File: src/rtl/tdm_pkg.sv
// Shared constants for the 8:1 TDM receive path: default geometry, FSM
// state encoding and the frame parity helper.
// Optional feature macro used by the design: FRAME_PARITY_EN.
package tdm_pkg;

    localparam int TDM_CHANNELS = 8;
    localparam int TDM_SEL_W    = 3;

    // FSM state encoding
    localparam logic HUNT = 1'b0;
    localparam logic RECV = 1'b1;

    // Even-parity bit over up to 16 frame bits (unused upper bits must be zero)
    function automatic logic even_par16(input logic [15:0] bits);
        return ^bits;
    endfunction

endpackage

File: src/rtl/tdm_demux8_demux_dec.sv
// Slot index to one-hot write-enable decoder. When enabled, exactly one
// bit is set; it drives the channel strobes and the shadow write enables.
module demux_dec
    import tdm_pkg::*;
#(
    parameter int CHANNELS = TDM_CHANNELS,
    parameter int SEL_W    = TDM_SEL_W
) (
    input  logic                en,
    input  logic [SEL_W-1:0]    sel,
    output logic [CHANNELS-1:0] onehot
);

    // One-hot decode of sel, gated by en
    always_comb begin
        onehot = {CHANNELS{1'b0}};
        if (en) begin
            onehot[sel] = 1'b1;
        end else begin
            onehot = {CHANNELS{1'b0}};
        end
    end

endmodule

File: src/rtl/tdm_demux8.sv
// Receive side of the 8:1 TDM serial link. Tracks the transmitter's slot
// walk, collects each sample into a shadow register and publishes the frame
// with a one-cycle valid once the last slot arrives.
// Optional feature macro: FRAME_PARITY_EN (adds an even-parity slot after
// the last data slot and the par_err output).
module tdm_demux8
    import tdm_pkg::*;
#(
    parameter int CHANNELS = TDM_CHANNELS,
    parameter int SEL_W    = TDM_SEL_W
) (
    input  logic                clk,
    input  logic                reset,
    input  logic                en,
    input  logic                din,
    input  logic                sync_in,
    output logic [SEL_W-1:0]    ch_sel,
    output logic [CHANNELS-1:0] ch_strobe,
    output logic [CHANNELS-1:0] frame_out,
    output logic                frame_valid,
    output logic                sync_err
`ifdef FRAME_PARITY_EN
    ,
    output logic                par_err
`endif
);

    // The slot counter needs one extra bit to reach the parity slot index.
`ifdef FRAME_PARITY_EN
    localparam int CNT_W = SEL_W + 1;
    localparam logic [CNT_W-1:0] PAR_SLOT = CNT_W'(CHANNELS);
`else
    localparam int CNT_W = SEL_W;
`endif
    localparam logic [CNT_W-1:0] CNT_ZERO  = {CNT_W{1'b0}};
    localparam logic [CNT_W-1:0] CNT_ONE   = CNT_W'(1);
    localparam logic [CNT_W-1:0] LAST_SLOT = CNT_W'(CHANNELS - 1);

    logic                state_q, state_d;
    logic [CNT_W-1:0]    cnt_q, cnt_d;
    logic [CHANNELS-1:0] shadow_q, shadow_d;
    logic [CHANNELS-1:0] frame_q, frame_d;
    logic                frame_valid_q, frame_valid_d;
    logic                sync_err_q, sync_err_d;
`ifdef FRAME_PARITY_EN
    logic                par_err_q, par_err_d;
`endif

    logic                data_slot_s;
    logic                wr_go_s;
    logic [SEL_W-1:0]    wr_idx_s;
    logic [CHANNELS-1:0] wr_en_s;

    // Decide which shadow slot (if any) this sample lands in; a sync always re-bases to slot 0
    always_comb begin
`ifdef FRAME_PARITY_EN
        data_slot_s = (cnt_q != PAR_SLOT);
`else
        data_slot_s = 1'b1;
`endif
        if (sync_in) begin
            wr_idx_s = {SEL_W{1'b0}};
        end else begin
            wr_idx_s = cnt_q[SEL_W-1:0];
        end
        wr_go_s = en & (sync_in | ((state_q == RECV) & (cnt_q != CNT_ZERO) & data_slot_s));
    end

    demux_dec #(
        .CHANNELS (CHANNELS),
        .SEL_W    (SEL_W)
    ) u_dec (
        .en     (wr_go_s),
        .sel    (wr_idx_s),
        .onehot (wr_en_s)
    );

    // Framing FSM, slot counter, shadow capture and frame publication
    always_comb begin
        state_d       = state_q;
        cnt_d         = cnt_q;
        shadow_d      = shadow_q;
        frame_d       = frame_q;
        frame_valid_d = 1'b0;
        sync_err_d    = 1'b0;
`ifdef FRAME_PARITY_EN
        par_err_d     = 1'b0;
`endif
        if (!en) begin
            state_d = state_q;
        end else if (sync_in) begin
            // A sync anywhere but slot 0 of a running frame is a framing error;
            // either way the bit starts a fresh frame.
            sync_err_d = (state_q == RECV) && (cnt_q != CNT_ZERO);
            shadow_d   = wr_en_s & {CHANNELS{din}};
            cnt_d      = CNT_ONE;
            state_d    = RECV;
        end else begin
            case (state_q)
                HUNT: begin
                    state_d = HUNT;
                end
                RECV: begin
                    if (cnt_q == CNT_ZERO) begin
                        // Slot 0 without sync: lost alignment, drop sample and re-hunt
                        sync_err_d = 1'b1;
                        state_d    = HUNT;
                        cnt_d      = CNT_ZERO;
`ifdef FRAME_PARITY_EN
                    end else if (cnt_q == PAR_SLOT) begin
                        if (even_par16(16'(shadow_q)) == din) begin
                            frame_d       = shadow_q;
                            frame_valid_d = 1'b1;
                        end else begin
                            par_err_d = 1'b1;
                        end
                        cnt_d = CNT_ZERO;
`else
                    end else if (cnt_q == LAST_SLOT) begin
                        frame_d       = {din, shadow_q[CHANNELS-2:0]};
                        frame_valid_d = 1'b1;
                        cnt_d         = CNT_ZERO;
`endif
                    end else begin
                        shadow_d = (shadow_q & ~wr_en_s) | (wr_en_s & {CHANNELS{din}});
                        cnt_d    = cnt_q + CNT_ONE;
                    end
                end
                default: begin
                    state_d = HUNT;
                    cnt_d   = CNT_ZERO;
                end
            endcase
        end
    end

    // State and output registers with asynchronous clear
    always_ff @(posedge clk or posedge reset) begin
        if (reset) begin
            state_q       <= HUNT;
            cnt_q         <= CNT_ZERO;
            shadow_q      <= {CHANNELS{1'b0}};
            frame_q       <= {CHANNELS{1'b0}};
            frame_valid_q <= 1'b0;
            sync_err_q    <= 1'b0;
`ifdef FRAME_PARITY_EN
            par_err_q     <= 1'b0;
`endif
        end else begin
            state_q       <= state_d;
            cnt_q         <= cnt_d;
            shadow_q      <= shadow_d;
            frame_q       <= frame_d;
            frame_valid_q <= frame_valid_d;
            sync_err_q    <= sync_err_d;
`ifdef FRAME_PARITY_EN
            par_err_q     <= par_err_d;
`endif
        end
    end

    // At the parity slot ch_sel reads 0; the slot is not a channel.
    assign ch_sel      = cnt_q[SEL_W-1:0];
    assign ch_strobe   = wr_en_s;
    assign frame_out   = frame_q;
    assign frame_valid = frame_valid_q;
    assign sync_err    = sync_err_q;
`ifdef FRAME_PARITY_EN
    assign par_err     = par_err_q;
`endif

    // LAST_SLOT only drives logic in the non-parity build
`ifdef FRAME_PARITY_EN
    logic unused_last_s;
    assign unused_last_s = ^LAST_SLOT;
`endif

endmodule

File: config.mk
export PLATFORM = sky130hd
export DESIGN_NAME = tdm_demux8
export DESIGN_NICKNAME = d
export VERILOG_FILES = /design/src/rtl/tdm_pkg.sv /design/src/rtl/tdm_demux8_demux_dec.sv /design/src/rtl/tdm_demux8.sv
export SDC_FILE = /design/constraint.sdc
export NUM_CORES = 1
export LEC_CHECK = 0
export CAP_MARGIN = 20
export CORE_UTILIZATION = 48
export CTS_CLUSTER_DIAMETER = 50
export DETAILED_ROUTE_END_ITERATION = 6
export PLACE_DENSITY_LB_ADDON = 0.25
export SLEW_MARGIN = 20
export SYNTH_ARGS = -nofsm -noshare
export SYNTH_HDL_FRONTEND = slang
export SYNTH_HIERARCHICAL = 1
export SYNTH_SLANG_ARGS = --single-unit
export TNS_END_PERCENT = 10
File: constraint.sdc
create_clock -name clk -period 2.4 [get_ports clk]
set_input_delay 0.48 -clock clk [delete_from_list [all_inputs] [get_ports clk]]
set_output_delay 0.48 -clock clk [all_outputs]
set_load 0.02 [all_outputs]
==> flow_metrics.tcl, run 1 <==
set metrics [dict create \
    grt_pass1_vias 961 \
    worst_clock_skew_ns 0.00204 \
    dpl.cell_count 168 \
    setup_viol 0 \
    async_reset_ff_share_pct 100 \
    vias 950 \
    fin_nets 153 \
    worst_slew_pin_slew_ns 0.381 \
    reg2reg_to "frame_out[6]" \
    fp.dieH_um 50.2 \
    wl_met3_um 122 \
    slew_headroom_pct 74.6 \
    core_area_um2 2210 \
    sw_frac_of_total_pct 39.3 \
    path_max_fanout 5 \
    combPwrFrac_pct 52.3 \
    track_usage_pct 23.0 \
    wl_met2_mm 1.28 \
    gr-total-overflow 0 \
    cpLargestDelayFamily "simple AND/OR/NAND/NOR gates" \
    power_mw 1.29 \
    cts_root_buf "clkbuf_4" \
    startpoint_type "flip-flop" \
    synth-warning-count 6 \
    rows 17 \
    grt_pass1_wl_mm 4.31 \
    diodes 0 \
    htree_levels 1 \
    cp-startpoint "ch_sel[0]" \
    synth_nets 113 \
    tritoncts "yes" \
    p_leak_nw 0.688 \
    nFillCells 183 \
    clockPowerShare_pct 13.1 \
    synthCells 105 \
    netlist_area_um2 1120 \
    areaGrowthSynthToFinish_pct 36.7 \
    gp_congestion 0.783 \
    antenna_found_initial 0 \
    drcViolationCount 0 \
    wl_mm 2.57 \
    power_density_nw_per_um2 849 \
    worst-path-buf-inv 3 \
    fin_crit_ns 2.32 \
    cts_buffers 3 \
    finalCritPeriodShare_pct 96.7 \
    worstReg2RegStart "ch_sel[1]" \
    viasPerCell 5.52 \
    ys_types 28 \
    seq_power_share_pct 34.6 \
    die_w_um 50.2 \
    r2r_slack_ns 0.34 \
    io_buffers 25 \
    max_freq_mhz 431 \
    routed.top_layer "met4" \
    cts.path.max_buffers 2 \
    drv_slew 0 \
    power.internal_mw 0.786 \
    grt_max_degree 22 \
    clock_sinks 21 \
    reg2reg_depth 7 \
    layout_commonest_cell "dfrtp_1" \
    wl_met1_mm 1.14 \
    crit_chain "inv_1, ha_1, nand2b_1, a21oi_2, nor2b_2, buf_4, and4bb_2, buf_4" \
    post_cts_buffers 0 \
    max_stage_delay_ns 0.36 \
    critPathSlowestCell "dfrtp_1" \
    switchingPower_mw 0.508 \
    wl_per_cell_um 15.0 \
    ant_nets 0 \
    grt_setup_unrepaired "true" \
    outcome "completed" \
    die_area_um2 2520 \
    worstSetupEndpointType "output port" \
    path_common_cell "buf_4" \
    clk_latency_ns 0.30 \
    final_cell_mix "dfrtp_1 (21), buf_4 (19), nand2_1 (18), clkdlybuf4s50_1 (16), o22ai_1 (9)" \
    synthFlopType "dfrtp_1" \
    clk_pin_slew_ns 0.12 \
    fin_cells 172 \
    synth_edf_count 0 \
    ys_ff_latch 21 \
    whs_ns 0.508 \
    syn_avg_cell_area_um2 10.6 \
    dr.pass1.iters 4 \
    cp.arrival_ns 1.84 \
    place_hpwl_mm 1.85 \
    critPathKind "flip-flop to output port" \
    dp_slack_ns -0.496 \
    drtIter0Drc 26 \
    crit_required_ns 1.92 \
    initial_core_util_pct 50.5 \
    finalHoldViolations 0 \
    fin_ws_ns 0.0803 \
    io_pins 26 \
    hold_class "primary input to asynchronous set/reset pin" \
    drive_gt1_share_pct 33.3 \
    peakVddDrop_mv 0.785 \
    yosysSeqAreaShare_pct 47.1 \
    cap_violations 0 \
]
-- per-stage QoR --
stage          util (%)  setup TNS (ns)  instance area (um2)
6_report           68.9               0                 1530
5_1_grt            68.9          -0.219                 1530
4_1_cts            67.7         -0.0882                 1500
3_3_place_gp       67.4           -3.24                 1490
3_5_place_dp       67.4           -3.68                 1490
2_1_floorplan         -               0                 1120
-- synthesized netlist by cell type, types with 2 or more instances --
| library cell | instances | share of area, % |
|---|---|---|
| nand2_1 | 18 | 6.1 |
| inv_1 | 6 | 2.0 |
| ha_1 | 3 | 3.4 |
| nor2_1 | 5 | 1.7 |
| buf_4 | 2 | 1.3 |
| and4bb_1 | 2 | 2.2 |
| nor4b_1 | 7 | 5.5 |
| nor2b_1 | 3 | 1.7 |
| dfrtp_1 | 21 | 47 |
| and4b_2 | 2 | 2.0 |
| mux2_2 | 8 | 8.1 |
| o22ai_1 | 9 | 5.0 |
| clkbuf_1 | 3 | 1.0 |
| a22o_1 | 2 | 1.6 |
-- cell type report --
class | instances | area, um2 | share of cell area [%]
clock buffer | 3 | 22.5 | 1.48
tap | 28 | 35.0 | 2.30
inverter | 6 | 22.5 | 1.48
clock inverter | 1 | 5.00 | 0.328
sequential | 21 | 526 | 34.5
timing repair buffer | 41 | 354 | 23.2
multi-input combinational | 72 | 561 | 36.8
-- cell families (layout without fill, tap and decap cells) --
| kind of cell | Yosys count | in the layout | share of synthesized area, % |
|---|---|---|---|
| simple gates | 45 | 45 | 26.9 |
| fa+ha+maj | 3 | 3 | 3.36 |
| compound gates | 15 | 15 | 8.97 |
| xor+xnor | 1 | 1 | 0.785 |
| mux | 8 | 8 | 8.07 |
| buf+inv | 12 | 51 | 4.82 |
| flops | 21 | 21 | 47.1 |
-- power by group through the flow --
stage,Combinational (mW),Clock [mW],Sequential [mW]
final,0.678,0.169,0.448
after global routing,0.732,0.194,0.455
after CTS,0.648,0.178,0.446
after detailed placement,0.652,0,0.453
after global placement,0.627,0,0.450
after floorplan,0.314,0,0.495
-- how the worst max path moves through the flow --
stage | end | slack [ns] | cells after the start
2_1_floorplan | flip-flop | 0.12 | 8
3_3_place_gp | ch_strobe[1] | -0.43 | 6
3_5_place_dp | ch_strobe[1] | -0.50 | 6
4_1_cts | ch_strobe[4] | -0.09 | 8
5_1_grt | ch_strobe[3] | -0.04 | 8
6_report | ch_strobe[4] | 0.08 | 8
-- routing by layer --
metal  track usage [%]  up-vias
li1                  -      457
met1              28.4      463
met2              37.8       26
met3              5.15        4
met4              10.5        0
met5                 0        -
-- repair_timing --
action / 4_1_cts / 5_1_grt
gates resized for setup: 27 / 19
endpoints found under the hold margin: 0 / 0
endpoints found under the setup margin: 8 / 8
hold buffers: 0 / 0
-- worst reg2reg max path: cells and delay by family, from the launching register on --
family	cells	cell delay [ns]
buf+inv	3	0.50
fa+ha+maj	2	0.48
flops	1	0.37
mux	1	0.35
simple gates	1	0.26
(Power assumes the default switching activity.)
==> inputs of run 2 (changes only) <==
--- a/config.mk
+++ b/config.mk
@@ -5,7 +5,6 @@
 export SDC_FILE = /design/constraint.sdc
 export NUM_CORES = 1
 export LEC_CHECK = 0
-export CAP_MARGIN = 20
 export CORE_UTILIZATION = 48
 export CTS_CLUSTER_DIAMETER = 50
 export DETAILED_ROUTE_END_ITERATION = 6
==> results of run 2 <==
No change in the layout: final DEF, timing and power equal those of run 1.
==> inputs of run 3 (changes only) <==
--- a/config.mk
+++ b/config.mk
@@ -5,10 +5,12 @@
 export SDC_FILE = /design/constraint.sdc
 export NUM_CORES = 1
 export LEC_CHECK = 0
+export ABC_AREA = 0
 export CORE_UTILIZATION = 48
 export CTS_CLUSTER_DIAMETER = 50
 export DETAILED_ROUTE_END_ITERATION = 6
 export PLACE_DENSITY_LB_ADDON = 0.25
+export REMOVE_ABC_BUFFERS = 1
 export SLEW_MARGIN = 20
 export SYNTH_ARGS = -nofsm -noshare
 export SYNTH_HDL_FRONTEND = slang
==> run 3 against run 2 <==
Against the previous run:
- via count is 1.2% higher
- critical path type unchanged
- final area is 3.5% higher
- highest routed layer unchanged
- count of clock-buffer cells in the layout stayed put
- worst hold slack worse by 0.018 ns
- global-route usage is 0.065 points lower
- sequential cell count stayed put
- first-iteration DRC count is 31% lower
==> flow_metrics.tcl, run 3 (same netlist as run 1, synthesis figures left out) <==
set metrics [dict create \
    die_w_um 50.2 \
    io_buffers 25 \
    placed_cell_area_um2 1520 \
    antenna_found_initial 0 \
    dr.pass1.iters 4 \
    layout_commonest_cell "buf_4" \
    fin_nets 159 \
    cp.arrival_ns 1.82 \
    worst_clock_skew_ns 0.00309 \
    multi_input_area_um2 578 \
    viasPerCell 5.40 \
    final_area_um2 1580 \
    gp_congestion 0.789 \
    diodes 0 \
    peakVddDrop_mv 0.762 \
    grt_pass1_wl_mm 4.31 \
    worstReg2RegStart "ch_sel[0]" \
    drv_slew 0 \
    hold_buffers 0 \
    place_hpwl_mm 1.83 \
    setup_tns_ns 0 \
    initial_core_util_pct 50.5 \
    fp.dieH_um 50.2 \
    slew_headroom_pct 80.6 \
    wl_mm 2.53 \
    clk_pin_slew_ns 0.12 \
    dpl.cell_count 172 \
    final_cell_mix "buf_4 (23), dfrtp_1 (21), nand2_1 (18), clkdlybuf4s50_1 (17), o22ai_1 (9)" \
    ant_nets 0 \
    grt_max_degree 22 \
    finalCritPeriodShare_pct 95.8 \
    critPathKind "flip-flop to output port" \
    clock_sinks 21 \
    hold_class "primary input to asynchronous set/reset pin" \
    areaGrowthSynthToFinish_pct 41.5 \
    cp-startpoint "ch_sel[0]" \
    gr-total-overflow 0 \
    nFillCells 177 \
    htree_levels 1 \
    core_area_um2 2210 \
    regArea_um2 526 \
    drcViolationCount 0 \
    power_density_nw_per_um2 867 \
    whs_ns 0.490 \
    wl_met2_mm 1.33 \
    drtIter0Drc 18 \
    setup_viol 0 \
    cts_root_buf "clkbuf_4" \
    max_freq_mhz 435 \
    grt_pass1_vias 964 \
    die_area_um2 2520 \
    clk_latency_ns 0.30 \
    fin_cells 178 \
    wl_met3_um 78 \
    startpoint_type "flip-flop" \
    tritoncts "yes" \
    rows 17 \
    crit_required_ns 1.92 \
    p_leak_nw 0.720 \
    routed.top_layer "met4" \
    io_pins 26 \
    power_mw 1.37 \
    worstSetupEndpointType "output port" \
    wl_met1_mm 1.10 \
    wl_per_cell_um 14.2 \
    path_max_fanout 4 \
    cts.path.max_buffers 2 \
    outcome "completed" \
    fin_crit_ns 2.30 \
    track_usage_pct 22.9 \
    finalHoldViolations 0 \
    drive_gt1_share_pct 36.7 \
    cts_buffers 3 \
    cap_violations 0 \
    vias 961 \
    worst_slew_pin_slew_ns 0.287 \
]
run 3: cell types whose count changed in the layout (fill, tap and decap cells not counted), sizes merged:
cell | before | now
clkdlybuf4s50 | 16 | 17
buf | 22 | 29
dlygate4sd2 | 1 | 0
clkdlybuf4s15 | 1 | 0
run 3: routing by layer:
layer  global-route usage [%]  up-vias
met4                     8.57        0
met3                     3.33        2
met5                        0        -
met1                     28.4      467
li1                         -      471
met2                     39.8       21
run 3: repair_timing:
action / CTS / global route
endpoints found under the setup margin: 8 / 8
buffers inserted: 0 / 2
gates resized for setup: 32 / 16
pin swaps: 0 / 1
run 3: worst max-delay path, cell delays in order, from the launching register on:
cell	delay, ns
dfrtp_1	0.36
inv_1	0.06
ha_2	0.20
nand2b_1	0.10
a21oi_2	0.06
nor2b_2	0.18
buf_4	0.15
and4bb_1	0.27
buf_6	0.14
run 3: final timing paths:
path                                               to  slack [ns]  cells after the start
max                                      ch_strobe[2]        0.10                      8
max in group asynchronous                frame_out[7]        1.70                      3
min                        asynchronous set/reset pin        0.49                      3
min in group clk                         frame_out[5]        0.52                      1
max reg2reg                              frame_out[1]        0.30                      8
min reg2reg                              frame_out[5]        0.52                      1
run 3: metrics by stage:
step / worst slack (ns) / util, %
after floorplan: 0.131 / -
after global placement: -0.328 / 68.7
after detailed placement: -0.387 / 68.7
after CTS: -0.0304 / 69.7
after global routing: -0.0159 / 71.4
final: 0.100 / 71.4
run 3: where the power goes:
part | switching, mW | internal [mW] | leakage, nW | total [mW]
sequential | 0.0266 | 0.407 | 0.285 | 0.434
combinational | 0.390 | 0.372 | 0.417 | 0.762
clock | 0.110 | 0.0621 | 0.0177 | 0.172
run 3: cell type report:
| cell class | instances | share of cell area (%) |
|---|---|---|
| clock buffers | 3 | 1.43 |
| repair buffers | 47 | 24.7 |
| flip-flops and latches | 21 | 33.3 |
| inverters | 6 | 1.43 |
| multi-input cells | 72 | 36.6 |
| clock inverters | 1 | 0.317 |
| well taps | 28 | 2.22 |
